--- src/rtl/warp_fetch_sched.sv ---
// Warp fetch scheduler: issues one (slot, warp id, PC) beat per selected warp of a batch on a
// back-pressured stream, choosing round-robin or fixed priority among currently ready warps.
module warp_fetch_sched #(
    parameter int unsigned NUM_WARPS   = 32,
    parameter int unsigned PC_W        = 32,
    parameter int unsigned WID_W       = 5,
    parameter int unsigned POLICY      = 0,
    parameter int unsigned STALL_LIMIT = 255,
    localparam int unsigned IDX_W      = $clog2(NUM_WARPS)
) (
    input  logic                       clk,
    input  logic                       rst_n,
    input  logic                       init,
    input  logic [NUM_WARPS*PC_W-1:0]  init_pc,
    input  logic [NUM_WARPS*WID_W-1:0] init_wid,
    input  logic                       s_tvalid,
    output logic                       s_tready,
    input  logic [NUM_WARPS-1:0]       s_mask,
    input  logic [NUM_WARPS-1:0]       warp_ready,
    input  logic                       pc_upd_valid,
    input  logic [IDX_W-1:0]           pc_upd_idx,
    input  logic [PC_W-1:0]            pc_upd_pc,
    output logic                       m_tvalid,
    input  logic                       m_tready,
    output logic [IDX_W-1:0]           m_idx,
    output logic [WID_W-1:0]           m_wid,
    output logic [PC_W-1:0]            m_pc,
    output logic                       m_tlast,
    output logic [2:0]                 err
);

    localparam int unsigned CNT_W = (STALL_LIMIT < 2) ? 1 : $clog2(STALL_LIMIT + 1);

    typedef enum logic {IDLE, BUSY} state_e;

    state_e                 state_q, state_d;
    logic [NUM_WARPS-1:0]   pending_q, pending_d;
    logic [IDX_W-1:0]       last_idx_q, last_idx_d;
    logic [CNT_W-1:0]       stall_cnt_q, stall_cnt_d;
    logic [PC_W-1:0]        pc_tbl_q [NUM_WARPS];
    logic [PC_W-1:0]        pc_tbl_d [NUM_WARPS];
    logic [WID_W-1:0]       wid_tbl_q [NUM_WARPS];
    logic [WID_W-1:0]       wid_tbl_d [NUM_WARPS];
    logic                   s_tready_q, s_tready_d;
    logic                   m_tvalid_q, m_tvalid_d;
    logic [IDX_W-1:0]       m_idx_q, m_idx_d;
    logic [WID_W-1:0]       m_wid_q, m_wid_d;
    logic [PC_W-1:0]        m_pc_q, m_pc_d;
    logic                   m_tlast_q, m_tlast_d;
    logic [2:0]             err_q, err_d;

    logic [NUM_WARPS-1:0]   eligible_c;
    logic                   out_free_c;
    logic                   pick_found_c;
    logic [IDX_W-1:0]       pick_idx_c;

    assign eligible_c = pending_q & warp_ready;
    assign out_free_c = !m_tvalid_q || m_tready;

    // Round-robin searches upward from the slot after the last one issued, wrapping at NUM_WARPS.
    always_comb begin : pick_sel
        logic [IDX_W-1:0] cand;
        cand         = '0;
        pick_found_c = 1'b0;
        pick_idx_c   = '0;
        if (POLICY == 0) begin
            for (int unsigned i = 1; i <= NUM_WARPS; i++) begin
                cand = last_idx_q + IDX_W'(i);
                if (!pick_found_c && eligible_c[cand]) begin
                    pick_found_c = 1'b1;
                    pick_idx_c   = cand;
                end
            end
        end else begin
            for (int unsigned i = 0; i < NUM_WARPS; i++) begin
                if (!pick_found_c && eligible_c[IDX_W'(i)]) begin
                    pick_found_c = 1'b1;
                    pick_idx_c   = IDX_W'(i);
                end
            end
        end
    end

    always_comb begin : next_state
        logic [NUM_WARPS-1:0] remain;
        remain      = pending_q & ~(NUM_WARPS'(1) << pick_idx_c);
        state_d     = state_q;
        pending_d   = pending_q;
        last_idx_d  = last_idx_q;
        stall_cnt_d = stall_cnt_q;
        pc_tbl_d    = pc_tbl_q;
        wid_tbl_d   = wid_tbl_q;
        m_tvalid_d  = m_tvalid_q;
        m_idx_d     = m_idx_q;
        m_wid_d     = m_wid_q;
        m_pc_d      = m_pc_q;
        m_tlast_d   = m_tlast_q;
        err_d       = '0;

        if (pc_upd_valid) begin
            pc_tbl_d[pc_upd_idx] = pc_upd_pc;
        end

        unique case (state_q)
            IDLE: begin
                if (s_tvalid && s_tready_q) begin
                    if (s_mask == '0) begin
                        err_d[0] = 1'b1;
                    end else begin
                        pending_d = s_mask;
                        state_d   = BUSY;
                    end
                end
            end
            BUSY: begin
                if (pick_found_c && out_free_c) begin
                    m_tvalid_d  = 1'b1;
                    m_idx_d     = pick_idx_c;
                    m_wid_d     = wid_tbl_q[pick_idx_c];
                    m_pc_d      = (pc_upd_valid && pc_upd_idx == pick_idx_c) ? pc_upd_pc
                                                                             : pc_tbl_q[pick_idx_c];
                    m_tlast_d   = (remain == '0);
                    pending_d   = remain;
                    last_idx_d  = pick_idx_c;
                    stall_cnt_d = '0;
                end else if (out_free_c) begin
                    m_tvalid_d = 1'b0;
                end
                // Saturating stall counter: the timeout pulses once and the batch keeps waiting.
                if (STALL_LIMIT != 0 && pending_q != '0 && eligible_c == '0
                        && stall_cnt_q != CNT_W'(STALL_LIMIT)) begin
                    stall_cnt_d = stall_cnt_q + CNT_W'(1);
                    if (stall_cnt_d == CNT_W'(STALL_LIMIT)) begin
                        err_d[2] = 1'b1;
                    end
                end
                if (pending_q == '0 && out_free_c) begin
                    state_d     = IDLE;
                    stall_cnt_d = '0;
                end
            end
            default: ;
        endcase

        if (init) begin
            for (int unsigned i = 0; i < NUM_WARPS; i++) begin
                pc_tbl_d[IDX_W'(i)]  = init_pc[i*PC_W +: PC_W];
                wid_tbl_d[IDX_W'(i)] = init_wid[i*WID_W +: WID_W];
            end
            pending_d   = '0;
            m_tvalid_d  = 1'b0;
            m_tlast_d   = 1'b0;
            state_d     = IDLE;
            last_idx_d  = IDX_W'(NUM_WARPS - 1);
            stall_cnt_d = '0;
            err_d       = '0;
            err_d[1]    = (state_q == BUSY);
        end

        s_tready_d = !init && (state_d == IDLE) && !m_tvalid_d;
    end

    always_ff @(posedge clk or negedge rst_n) begin
        if (!rst_n) begin
            state_q     <= IDLE;
            pending_q   <= '0;
            last_idx_q  <= IDX_W'(NUM_WARPS - 1);
            stall_cnt_q <= '0;
            pc_tbl_q    <= '{default: '0};
            wid_tbl_q   <= '{default: '0};
            s_tready_q  <= 1'b0;
            m_tvalid_q  <= 1'b0;
            m_idx_q     <= '0;
            m_wid_q     <= '0;
            m_pc_q      <= '0;
            m_tlast_q   <= 1'b0;
            err_q       <= '0;
        end else begin
            state_q     <= state_d;
            pending_q   <= pending_d;
            last_idx_q  <= last_idx_d;
            stall_cnt_q <= stall_cnt_d;
            pc_tbl_q    <= pc_tbl_d;
            wid_tbl_q   <= wid_tbl_d;
            s_tready_q  <= s_tready_d;
            m_tvalid_q  <= m_tvalid_d;
            m_idx_q     <= m_idx_d;
            m_wid_q     <= m_wid_d;
            m_pc_q      <= m_pc_d;
            m_tlast_q   <= m_tlast_d;
            err_q       <= err_d;
        end
    end

    assign s_tready = s_tready_q;
    assign m_tvalid = m_tvalid_q;
    assign m_idx    = m_idx_q;
    assign m_wid    = m_wid_q;
    assign m_pc     = m_pc_q;
    assign m_tlast  = m_tlast_q;
    assign err      = err_q;

endmodule
--- config.mk ---
export PLATFORM = sky130hd
export DESIGN_NAME = warp_fetch_sched
export DESIGN_NICKNAME = d
export VERILOG_FILES = /design/src/rtl/warp_fetch_sched.sv
export SDC_FILE = /design/constraint.sdc
export NUM_CORES = 2
export LEC_CHECK = 0
export BUFFER_PORTS_ARGS = -buffer_cell sky130_fd_sc_hd__buf_2
export CAP_MARGIN = 20
export CORE_AREA = 8 8 521 523
export CTS_CLUSTER_SIZE = 12
export DETAILED_ROUTE_END_ITERATION = 7
export DIE_AREA = 0 0 529 531
export PLACE_DENSITY = 0.55
export SLEW_MARGIN = 10
export SYNTH_ARGS = -nofsm -noshare
export SYNTH_HDL_FRONTEND = slang
export SYNTH_SLANG_ARGS = --single-unit
export TNS_END_PERCENT = 30
--- constraint.sdc ---
create_clock -name clk -period 6.34 [get_ports clk]
set_input_delay 1.268 -clock clk [delete_from_list [all_inputs] [get_ports clk]]
set_output_delay 1.268 -clock clk [all_outputs]
set_load 0.05 [all_outputs]
==> metrics.md <==
| Metric | Value |
|---|---|
| Worst path required time | 7.07 ns |
| Clock Pin Slew Worst Setup and Hold Paths | 0.06 ns |
| Actual slew at the worst max-slew pin | 1.18 ns |
| Maximum number of pins on one net before global-route repair | 274 |
| Number of distinct library cell variants in the gate-level netlist after synthesis | 94 |
| Post-CTS Hold Buffers | 0 |
| Final GP Congestion | 0.939 |
| Die ar. | 281000 um^2 |
| Synth Cell Area | 76700 um^2 |
| Slew HR | 0.211 |
| Clock insertion delay at the later pin of the skew report | 0.86 ns |
| Drt initial violations | 8002 |
| DR vias | 76.1k |
| Total global routing overflow | 0 |
| RSZ-0062 raised after global routing | yes |
| Worst-case clock buffer depth | 3 |
| Fraction of synthesized cell area taken by the top area cell type | 0.415 |
| Share of cells above drive strength 1 | 0.331 |
| Placement row count | 189 |
| H-tree lvl count | 4 |
| Quantity of I/O buffers inserted on ports | 1338 |
| Critical path class | reg -> reg |
| Starting density of the core | 0.291 |
| Fill cell instance count of the final layout | 26.6k |
| Async set or reset register ratio after synthesis | 1.00 |
| Area growth from synthesis to layout | 33.2% |
| Critical-path maximum fanout | 7 |
| Number of global-route vias before repair | 76.6k |
| CP peak stage delay | 0.67 ns |
| Vias per Instance | 5.57 |
| Die boundary width | 529 um |
| Number of nets in the finished design | 11.2k |
| Primary FF master, synth | sky130_fd_sc_hd__dfrtp_1 |
| Total placed instance area | 94100 um^2 |
| DRT Pass-1 Iters | 6 |
| Register cell area after layout | 32000 um^2 |
| Multi-input combinational cell area | 42800 um^2 |
| Met3 track utilization from global routing | 0.0606 |
| Number of register bits inferred by synthesis | 1278 |
| Number of DRC violations after detailed routing | 0 |
| Total buffers and inverters traversed by the critical path | 9 |
| Cell with the biggest individual delay on the critical path | sky130_fd_sc_hd__dfstp_4 |
| Routed Wire Length | 467000 um |
| Total I/O pin count | 1339 |
| Number of antenna-violating nets in the routed design | 0 |
| Startpoint kind of the worst setup timing path | register |
| Ordered list of cells on the worst path | clkinv_4, ha_4, inv_6, buf_12, buf_8, mux4_2, a22oi_2, nand3_2, or4_4, or3_4, buf_6, a2111oi_4, a31oi_2, nor3_4, nor2_4, buf_12, buf_16, buf_12, mux2i_1, buf_4, a221oi_1, nand3_1, nand4_1, a21oi_1 |
| TritonCTS clock tree | yes |
| Final number of setup-violating endpoints | 0 |
| Run status | completed |
| Sequential share of the synthesized area | 0.417 |
| Yosys warning total | 0 |
| Library cell appearing most often on the critical path | sky130_fd_sc_hd__buf_12 |
| Top Usage Layer GRT | met2 |
| First-pass GRT wire length | 626000 um |
| Final Hold Viols | 0 |
| Worst Setup Slack post-DPL | -1.40 ns |
| Ranking of synthesized cells by area | sky130_fd_sc_hd__dfrtp_1, sky130_fd_sc_hd__mux2i_1, sky130_fd_sc_hd__nand2_1 |
| Post-Route Utilization | 0.388 |
| Endpoint arrival time on the critical path | 7.03 ns |
| TritonCTS buffer count | 154 |
| Initial antenna violation count | 76 |
| Met2 track utilization from global routing | 0.507 |
| Final instance area | 102000 um^2 |
| Final critical-path share of the clock period | 0.994 |
| Yosys top cell by area | sky130_fd_sc_hd__dfrtp_1 |
| Max frequency | 0.159 GHz |
| CTS Sinks | 1278 |
| Cell family with most CP delay | simple AND/OR/NAND/NOR gates |
| Met1 Use GR | 0.397 |
| Count of final max-slew check failures | 0 |
| Syn_nets | 9394 |
| Die height | 531 um |
| CTS root buffer | sky130_fd_sc_hd__clkbuf_16 |
| Max-capacitance violation count | 0 |
| Post-Synthesis Mean Instance Area | 9.48 um^2 |
| Post-synthesis instance total | 8089 |
| Hold WC Path Type | in -> async |
| Combined global-route utilization of all metal layers | 0.314 |
| Mean routed wirelength per cell | 34.1 um |
| Half-perimeter wire length of the detailed placement result | 354000 um |
| Number of enable flip-flop cells after synthesis | 0 |
| Floorplan Core Area | 263000 um^2 |
| Final worst setup slack | 0.0410 ns |
| Final critical-path required period | 6.30 ns |
| Crit path capture type | register |
| Final worst clock skew | 0.0822 ns |
[worst reg2reg max path, delay by kind of cell, from the launching register on]
| kind | cells | cell delay, ns |
|---|---|---|
| simple gates | 7 | 1.87 |
| compound gates | 5 | 1.41 |
| buf+inv | 9 | 1.29 |
| mux | 2 | 0.75 |
| flops | 1 | 0.67 |
| fa+ha+maj | 1 | 0.25 |
[per-stage QoR]
| step | setup TNS (ns) | hold slack (ns) | cells |
|---|---|---|---|
| after floorplan | 0 | 0.460 | 8089 |
| after global placement | -48.09 | 0.460 | 13226 |
| after detailed placement | -45.63 | 0.484 | 13228 |
| after CTS | -0.284 | 0.400 | 13536 |
| after global routing | -0.0641 | 0.363 | 13642 |
| final | 0 | 0.354 | 13665 |
[logic make-up after synthesis]
logic type / after synthesis / synth area share
AOI/OAI and AO/OA: 1885 / 0.146
xor gates and xnor gates: 40 / 0.00486
adders and majority gates: 14 / 0.00228
buffers and inverters: 786 / 0.0416
DFF: 1278 / 0.417
muxes: 1946 / 0.270
and+or+nand+nor: 2140 / 0.118
[state kept, by name (all words and copies together) (netlist names)]
register	flops
wid_tbl_q	160
stall_cnt_q	8
pending_q	32
m_idx	5
state_q	1
pc_tbl_q	1024
m_pc	32
s_tready	1
m_tlast	1
m_wid	5
m_tvalid	1
last_idx_q	5
err	3
[path summary, 6_finish.rpt]
kind | to | start | slack [ns] | cells after the start
max in group asynchronous | m_pc[18] | rst_n | 4.07 | 2
worst max-delay path | m_pc[12] | last_idx_q[0] | 0.04 | 24
worst min register to register | m_idx[4] | m_idx[4] | 0.49 | 2
worst max register to register | m_pc[12] | last_idx_q[0] | 0.04 | 24
worst min-delay path | pc_tbl_q[644] | rst_n | 0.35 | 1
min in group clk | m_idx[4] | m_idx[4] | 0.49 | 2
[area by class of cell]
cell class	instances	share of cell area
timing repair buffer	2456	0.169
tap	3533	0.0433
clock inverter	56	0.00943
multi-input combinational	6025	0.419
sequential	1278	0.313
clock buffer	223	0.0436
antenna	78	0.00191
inverter	16	0.000722
[what timing repair did]
item                       CTS  global route
pin swaps                   26            50
resized for setup          142           146
setup endpoints to repair   60            48
gates cloned                 9            12
buffers inserted            23            39
[placed cells by master, fill, tap and decap left out, drive strengths merged, types with 10 or more instances in the layout]
cell type,count
a32oi,11
nand3,153
nor3,35
mux2,311
o211ai,152
and3,21
nand4,50
and2,61
a21oi,122
a22oi,22
ha,14
nor2,156
a311o,20
inv,18
a221oi,69
clkinv,33
o21a,38
nor4,30
buf,2435
o31ai,13
mux2i,1566
nor2b,11
nand2b,17
o22ai,16
o2111ai,23
clkbuf,236
nand2,1549
or3,13
diode,78
a31oi,79
o21ai,1157
a211oi,66
mux4,69
xnor2,34
bufinv,14
dfrtp,1273
a311oi,10
[cells in the mapped netlist, types with 11 or more instances]
master,n
sky130_fd_sc_hd__mux2i_1,1566
sky130_fd_sc_hd__nand2_1,1548
sky130_fd_sc_hd__dfrtp_1,1273
sky130_fd_sc_hd__o21ai_0,1147
sky130_fd_sc_hd__clkbuf_1,590
sky130_fd_sc_hd__mux2_2,311
sky130_fd_sc_hd__nor2_1,156
sky130_fd_sc_hd__o211ai_1,152
sky130_fd_sc_hd__nand3_1,151
sky130_fd_sc_hd__a21oi_1,121
sky130_fd_sc_hd__buf_2,93
sky130_fd_sc_hd__a31oi_1,79
sky130_fd_sc_hd__a221oi_1,69
sky130_fd_sc_hd__buf_1,69
sky130_fd_sc_hd__mux4_2,69
sky130_fd_sc_hd__a211oi_1,65
sky130_fd_sc_hd__and2_1,60
sky130_fd_sc_hd__nand4_1,50
sky130_fd_sc_hd__o21a_1,38
sky130_fd_sc_hd__xnor2_1,32
sky130_fd_sc_hd__nor3_1,31
sky130_fd_sc_hd__nor4_1,26
sky130_fd_sc_hd__o2111ai_1,23
sky130_fd_sc_hd__and3_1,21
sky130_fd_sc_hd__a311o_1,20
sky130_fd_sc_hd__a22oi_1,17
sky130_fd_sc_hd__nand2b_1,16
sky130_fd_sc_hd__o22ai_1,16
sky130_fd_sc_hd__ha_1,14
sky130_fd_sc_hd__o31ai_1,13
sky130_fd_sc_hd__buf_6,12
sky130_fd_sc_hd__or3_1,12
sky130_fd_sc_hd__a32oi_1,11
sky130_fd_sc_hd__inv_1,11
sky130_fd_sc_hd__nor2b_1,11
[routing by layer]
layer | vias to the layer above | share of wire | wire length, um
met5 | - | 0.00032 | 150
met4 | 24 | 0.065 | 30200
met3 | 855 | 0.071 | 33200
li1 | 32815 | - | -
met2 | 3773 | 0.46 | 214000
met1 | 38675 | 0.41 | 189000
Power is left out: the tool's default activity adds up to more than one toggle a clock period on the data nets, which glitch-free logic cannot reach.
